**config.mk**
```make
export PLATFORM = sky130hd
export DESIGN_NAME = srl_fifo_ctrl
export DESIGN_NICKNAME = d
export VERILOG_FILES = /design/src/rtl/srl_fifo_ctrl.sv
export SDC_FILE = /design/constraint.sdc
export NUM_CORES = 1
export LEC_CHECK = 0
export ABC_AREA = 0
export ABC_CLOCK_PERIOD_IN_PS = 4450
export BUFFER_PORTS_ARGS = -buffer_cell sky130_fd_sc_hd__buf_4
export CORE_AREA = 4 4 41 43
export CTS_CLUSTER_DIAMETER = 60
export DETAILED_ROUTE_END_ITERATION = 16
export DIE_AREA = 0 0 45 47
export PLACE_DENSITY = 0.54
export SETUP_SLACK_MARGIN = 0.4
export SLEW_MARGIN = 20
export SYNTH_ARGS = -nofsm -noshare
export SYNTH_HDL_FRONTEND = slang
export SYNTH_SLANG_ARGS = --single-unit
```
**constraint.sdc**
```tcl
create_clock -name clk -period 4.45 [get_ports clk]
set_clock_uncertainty 0.05 [all_clocks]
set_input_delay 0.6675 -clock clk [delete_from_list [all_inputs] [get_ports clk]]
set_output_delay 0.6675 -clock clk [all_outputs]
set_load 0.05 [all_outputs]
```
**src/rtl/srl_fifo_ctrl.sv**
```systemverilog
// Shift-register FIFO with registered full_n/empty_n handshake and occupancy count.
// Optional occupancy watermark and overflow flag: define SRL_FIFO_CTRL_WATERMARK_EN.
module srl_fifo_ctrl #(
  parameter int DATA_WIDTH = 1,
  parameter int ADDR_WIDTH = 1,
  parameter int DEPTH      = 2
) (
  input  logic                  clk,
  input  logic                  reset_n,
  input  logic                  if_write_ce,
  input  logic                  if_write,
  input  logic [DATA_WIDTH-1:0] if_din,
  output logic                  if_full_n,
  input  logic                  if_read_ce,
  input  logic                  if_read,
  output logic [DATA_WIDTH-1:0] if_dout,
  output logic                  if_empty_n,
`ifdef SRL_FIFO_CTRL_WATERMARK_EN
  output logic [ADDR_WIDTH:0]   if_num_data_valid,
  output logic [ADDR_WIDTH:0]   wm_peak,
  output logic                  ovf_sticky
`else
  output logic [ADDR_WIDTH:0]   if_num_data_valid
`endif
);

  localparam logic [ADDR_WIDTH:0]   DEPTH_C    = (ADDR_WIDTH + 1)'(DEPTH);
  localparam logic [ADDR_WIDTH:0]   CNT_ZERO_C = {(ADDR_WIDTH + 1){1'b0}};
  localparam logic [ADDR_WIDTH:0]   CNT_ONE_C  = (ADDR_WIDTH + 1)'(1);
  localparam logic [ADDR_WIDTH-1:0] ADDR_ZERO_C = {ADDR_WIDTH{1'b0}};
  localparam logic [ADDR_WIDTH-1:0] ADDR_ONE_C  = ADDR_WIDTH'(1);

  logic [DATA_WIDTH-1:0] srl_r [DEPTH];
  logic [ADDR_WIDTH:0]   count_r;
  logic [ADDR_WIDTH-1:0] rd_addr_r;
  logic                  empty_n_r;
  logic                  full_n_r;

  logic                  push_s;
  logic                  pop_s;
  logic [ADDR_WIDTH:0]   count_next_s;
  logic [ADDR_WIDTH-1:0] rd_addr_next_s;
  logic [DATA_WIDTH-1:0] dout_s;

  // Accept decisions use only the registered flags, never the live inputs' effect.
  always_comb begin
    push_s = if_write & if_write_ce & full_n_r;
    pop_s  = if_read  & if_read_ce  & empty_n_r;
  end

  // Next occupancy and read address; the newest word enters at index 0 so the head moves up.
  always_comb begin
    count_next_s   = count_r;
    rd_addr_next_s = rd_addr_r;
    case ({push_s, pop_s})
      2'b10: begin
        count_next_s = count_r + CNT_ONE_C;
        if (count_r == CNT_ZERO_C) begin
          rd_addr_next_s = ADDR_ZERO_C;
        end else begin
          rd_addr_next_s = rd_addr_r + ADDR_ONE_C;
        end
      end
      2'b01: begin
        count_next_s = count_r - CNT_ONE_C;
        if (count_r == CNT_ONE_C) begin
          rd_addr_next_s = ADDR_ZERO_C;
        end else begin
          rd_addr_next_s = rd_addr_r - ADDR_ONE_C;
        end
      end
      default: begin
        count_next_s   = count_r;
        rd_addr_next_s = rd_addr_r;
      end
    endcase
  end

  // Pointer, occupancy and handshake flag registers.
  always_ff @(posedge clk or negedge reset_n) begin
    if (!reset_n) begin
      count_r   <= CNT_ZERO_C;
      rd_addr_r <= ADDR_ZERO_C;
      empty_n_r <= 1'b0;
      full_n_r  <= 1'b1;
    end else begin
      count_r   <= count_next_s;
      rd_addr_r <= rd_addr_next_s;
      empty_n_r <= (count_next_s != CNT_ZERO_C);
      full_n_r  <= (count_next_s != DEPTH_C);
    end
  end

  // Storage shift; deliberately unreset so it maps onto SRL primitives.
  always_ff @(posedge clk) begin
    if (push_s) begin
      srl_r[0] <= if_din;
      for (int i = 1; i < DEPTH; i++) begin
        srl_r[i] <= srl_r[i-1];
      end
    end
  end

  // Head-of-FIFO read mux; addresses beyond DEPTH-1 are unreachable and fall back to entry 0.
  always_comb begin
    dout_s = srl_r[0];
    for (int i = 1; i < DEPTH; i++) begin
      if (rd_addr_r == ADDR_WIDTH'(i)) begin
        dout_s = srl_r[i];
      end else begin
        dout_s = dout_s;
      end
    end
  end

  assign if_dout           = dout_s;
  assign if_full_n         = full_n_r;
  assign if_empty_n        = empty_n_r;
  assign if_num_data_valid = count_r;

`ifdef SRL_FIFO_CTRL_WATERMARK_EN
  logic [ADDR_WIDTH:0] wm_peak_r;
  logic                ovf_sticky_r;

  // Peak follows the registered count one cycle late; overflow latches until reset.
  always_ff @(posedge clk or negedge reset_n) begin
    if (!reset_n) begin
      wm_peak_r    <= CNT_ZERO_C;
      ovf_sticky_r <= 1'b0;
    end else begin
      if (count_r > wm_peak_r) begin
        wm_peak_r <= count_r;
      end
      if (if_write & if_write_ce & ~full_n_r) begin
        ovf_sticky_r <= 1'b1;
      end
    end
  end

  assign wm_peak    = wm_peak_r;
  assign ovf_sticky = ovf_sticky_r;
`endif

endmodule
```
Yosys cells after proc, flatten, opt, wreduce, memory -nomap -nowiden
Memories as Yosys holds them, arrays and structs flattened. Cells that the tools add are included.

Register bits after elaboration: 5. Memory bits (writable): 2. Bits of input ports: 7. Logic and storage cells: 27. Memories: 1.

Memories: srl_r (words 2, width 1, read ports 2, clocked after memory_dff 0, wr ports 2, RTL line 33) `logic [DATA_WIDTH-1:0] srl_r [DEPTH];`.

$add $sub $neg: 4. Eq/ne operators: 4. Mux-type cells: 7. Bitwise gates (word level): 4. Reduce and logical (&&, ||, !) cells: 3.

Operators with widths (number): $mux W1 (5); $and A1 B1 Y1 (4); $eq A2 B1 Y1 const B (2); $pmux W2 S2 (1); $reduce_bool A2 Y1 (2); $add A2 B1 Y2 const B (1); $eq A2 B2 Y1 const B (1); $logic_not A2 Y1 (1); $ne A2 B2 Y1 const B (1); $pmux W1 S2 (1); $sub A2 B1 Y2 const B (1); $add A1 B1 Y1 const B (1); $sub A1 B1 Y1 const B (1).

Logic depth before layout (Yosys ltp)
Depth in word-level cells: 5. Mapped depth: 6.

Least setup slack after synthesis
OpenSTA, ideal clock, no wires.

Path kind: register to register. From: register full_n_r, in the netlist if_full_n. To: register rd_addr_r. Setup time: 65 ps. Arrival: 1634 ps. Required time: 4335 ps. Setup slack: 2702 ps. Cell stages (with the launch flop): 5. Path buffers: 0. Period minus slack after synthesis: 1748 ps. Cells stage by stage: dfstp_2 > nand3_1 > ha_1 > a2111oi_1 > a21o_1.

Cells in the longest elaborated chain, start to end: 3.

Ends and longest elaborated chain: from (decl) (RTL line 37) `logic full_n_r;`; from (signal assigned) (RTL line 90) `full_n_r <= (count_next_s != DEPTH_C);`; $and A1 B1 Y1 (*) (RTL line 47) `push_s = if_write & if_write_ce & full_n_r;`; $eq A2 B1 Y1 or $eq A2 B2 Y1 (tied branches) (RTL line 55) `case ({push_s, pop_s})`; $pmux W1 S2 or $reduce_bool A2 Y1 (tied branches); to (signal assigned) (RTL line 88) `rd_addr_r <= rd_addr_next_s;`; to (decl) (RTL line 35) `logic [ADDR_WIDTH-1:0] rd_addr_r;`.

Every way passes the cells marked *; elsewhere a longest branch is shown, timed or not. A chain may end at the register's enable or synchronous reset.

Final worst setup path
From: register rd_addr_r. To: output if_dout.

Cells in the longest elaborated chain, start to end: 1.

Ends and longest elaborated chain: $mux W1 (RTL line 108) `if (rd_addr_r == ADDR_WIDTH'(i)) begin`; to (decl) (RTL line 16) `output logic [DATA_WIDTH-1:0] if_dout,`.

No other way between the ends.

==> impl_metrics.env <==
export IMPL_first_pass_grt_wire_length_um=1080
export IMPL_yosysWarnings=0
export IMPL_n_fill_cell=138
export IMPL_cts_sink_count=7
export IMPL_cts_made_buffers=3
export IMPL_timing_hold_violations_final=0
export IMPL_crit_path_end="if_dout"
export IMPL_insertion_delay_ns=0.24
export IMPL_multiInputGateArea_sq_um=155
export IMPL_dr_total_vias=264
export IMPL_wl_um=579
export IMPL_die_height_um=47
export IMPL_place_congestion=0.702
export IMPL_kind_of_end_point_of_the_critical_path="primary output"
export IMPL_syn_cell_area_sq_um=360
export IMPL_routedWlPerCell_um=9.49
export IMPL_hold_buffers=0
export IMPL_slew_limit_headroom_pct=77.9
export IMPL_setup_viol_count_final=0
export IMPL_antenna_found_initial=0
export IMPL_antenna_diode_instance_count=0
export IMPL_powerDensity_mw_per_mm2=657
export IMPL_cts_tree="yes"
export IMPL_clk_pin_slew_ns=0.05
export IMPL_port_buffer_count=11
export IMPL_layout_cells_most_common_list="sky130_fd_sc_hd__buf_4 (11), sky130_fd_sc_hd__inv_1 (5), sky130_fd_sc_hd__ha_1 (5), sky130_fd_sc_hd__dfrtp_1 (4)"
export IMPL_core_rowCount=13
export IMPL_postSynthRegisterBits=7
export IMPL_grt_start_max_net_pins=7
export IMPL_power_combinational_fraction_pct=50.2
export IMPL_avg_cell_area_syn_sq_um=11.6
export IMPL_seq_area_frac_synth_pct=51.7
export IMPL_worst_ep_required_time_ns=3.73
export IMPL_area_growth_syn_to_layout_pct=35.4
export IMPL_post_cts_resized_instances=0
export IMPL_switching_share_pct=43.3
export IMPL_clock_tree_buffer_depth=2
export IMPL_slew_viol_final=0
export IMPL_detailedPlace_worstSlack_ns=2.59
export IMPL_seqPwrFrac_pct=32.7
export IMPL_fin_ws_ns=2.60
export IMPL_placed_area_sq_um=462
export IMPL_grt_overflow_total=0
export IMPL_dp_final_hpwl_um=510
export IMPL_critical_path_peak_fanout=3
export IMPL_setup_tns_final_ns=0
export IMPL_drcViolationCount=0
export IMPL_achievable_frequency_mhz=540
export IMPL_design_area_sq_um=488
export IMPL_timing_hold_worst_class="primary input to async pin"
export IMPL_proportion_of_layout_cells_with_a_drive_suffix_above_1_pct=34.8
export IMPL_initial_utilization_pct=27.7
export IMPL_finalNonFillerCells=61
export IMPL_layout_area_seq_sq_um=186
export IMPL_count_of_distinct_cell_types_in_the_synthesized_netlist=16
export IMPL_top_level_ports=12
export IMPL_worst_setup_path_start_kind="register"
export IMPL_first_global_vias=294
export IMPL_grt_setup_unrepaired="false"
export IMPL_critPathArrivalTime_ns=1.13
export IMPL_fin_crit_ns=1.85
export IMPL_synthesis_nets=43
export IMPL_timing_rr_start="if_full_n$_DFF_PN1_"
export IMPL_status="complete, no violations"
export IMPL_cts_root_buffer="sky130_fd_sc_hd__clkbuf_4"
export IMPL_fin_nets=59
export IMPL_post_route_core_utilization_pct=37.5
export IMPL_detail_route_iter0_violations=1
export IMPL_max_cap_viol_count=0
export IMPL_r2r_end="if_empty_n$_DFF_PN0_"
export IMPL_final_period_utilization_pct=41.6
export IMPL_drt_pass1_iterations=2
export IMPL_share_clk_of_total_power_pct=17.1
export IMPL_antenna_violating_nets_post_route=0
export IMPL_routed_via_density=4.33
export IMPL_internal_power_mw=0.182
export IMPL_postCtsSetupBuffers=0
export IMPL_h_tree_depth=1
export IMPL_timing_reg2reg_worst_path_depth=4
export IMPL_layout_cells_most_common="sky130_fd_sc_hd__buf_4"
export IMPL_timing_setup_critical_path_class="register to primary output"
export IMPL_track_usage_pct=7.17
export IMPL_die_w_um=45
export IMPL_tightestPinTransition_ns=0.328
export IMPL_critical_path_startpoint="rd_addr_r$_DFFE_PN0N_"
export IMPL_power_switching_mw=0.139
export IMPL_postSynthCellCount=31
export IMPL_place_inst=57
export IMPL_regToRegSetupSlack_ns=2.82
export IMPL_design_core_area_sq_mm=0.00130
export IMPL_dieArea_sq_mm=0.00212
export IMPL_max_vdd_drop_uv=320
export IMPL_power_static_leakage_nw=0.254
==> synthesized netlist by cell type <==
| cell type | number | area, sq um |
|---|---|---|
| sky130_fd_sc_hd__ha_1 | 5 | 62.6 |
| sky130_fd_sc_hd__inv_1 | 5 | 18.8 |
| sky130_fd_sc_hd__dfrtp_1 | 4 | 100 |
| sky130_fd_sc_hd__nand2_1 | 3 | 11.3 |
| sky130_fd_sc_hd__edfxtp_1 | 2 | 60.1 |
| sky130_fd_sc_hd__nand3_1 | 2 | 10.0 |
| sky130_fd_sc_hd__a2111oi_1 | 1 | 10.0 |
| sky130_fd_sc_hd__a21o_1 | 1 | 7.51 |
| sky130_fd_sc_hd__dfstp_2 | 1 | 26.3 |
| sky130_fd_sc_hd__mux2_2 | 1 | 11.3 |
| sky130_fd_sc_hd__mux2i_1 | 1 | 10.0 |
| sky130_fd_sc_hd__nand2b_1 | 1 | 6.26 |
| sky130_fd_sc_hd__nor2b_1 | 1 | 6.26 |
| sky130_fd_sc_hd__o21a_1 | 1 | 7.51 |
| sky130_fd_sc_hd__o21ai_0 | 1 | 5.00 |
| sky130_fd_sc_hd__o21bai_1 | 1 | 7.51 |
==> power by group through the flow <==
stage	registers, mW	logic, mW	clock network (mW)
floorplan	0.158	0.0653	0
global placement	0.106	0.162	0
detailed placement	0.107	0.162	0
CTS	0.106	0.164	0.0573
global route	0.109	0.175	0.0616
finish	0.105	0.161	0.0547
==> cell type report <==
class / count / share of cell area, %
Sequential cell: 7 / 38.2
Multi-Input combinational cell: 19 / 31.8
Timing Repair Buffer: 11 / 16.9
Clock buffer: 4 / 5.38
Inverter: 5 / 3.85
Tap cell: 15 / 3.85
==> how the worst min path moves through the flow <==
stage	startpoint	end	slack, ns	cells after the start
after detailed placement	srl_r[0][0]$_DFFE_PP_	srl_r[0][1]$_DFFE_PP_	0.39	0
after global routing	reset_n	if_empty_n$_DFF_PN0_	0.15	1
after global placement	srl_r[0][0]$_DFFE_PP_	srl_r[0][1]$_DFFE_PP_	0.39	0
after CTS	reset_n	if_num_data_valid[1]$_DFF_PN0_	0.16	1
final	reset_n	if_num_data_valid[1]$_DFF_PN0_	0.16	1
after floorplan	reset_n	if_empty_n$_DFF_PN0_	0.32	0
==> critical path: stages, from the launching register on <==
cell	delay, ns
sky130_fd_sc_hd__dfrtp_1	0.37
sky130_fd_sc_hd__mux2_2	0.34
sky130_fd_sc_hd__buf_4	0.19
==> kinds of logic after synthesis <==
family | Yosys count | share of synthesized area [%]
AO/OA/AOI/OAI | 5 | 10.4
AND/OR/NAND/NOR | 7 | 9.38
buffers and inverters | 5 | 5.21
flip-flops | 7 | 51.7
adder cells (fa/ha/maj) | 5 | 17.4
multiplexers | 2 | 5.90
==> metal layers <==
layer	global-route usage, %	vias up	share of wire, %
li1	-	134	-
met1	7.67	119	40
met2	11.6	9	51
met3	1.53	2	8.3
met4	7.02	0	1.0
met5	0	-	0
==> registers in the layout, summed over array words and instances (netlist names) <==
signal / cells
if_empty_n: 1
if_full_n: 1
if_num_data_valid: 2
rd_addr_r: 1
srl_r: 2
==> stage by stage <==
step	hold WS, ns	power (mW)
final	0.165	0.320
after global routing	0.154	0.345
after CTS	0.159	0.327
after detailed placement	0.391	0.269
after global placement	0.386	0.268
after floorplan	0.322	0.223
(Power assumes the default switching activity.)
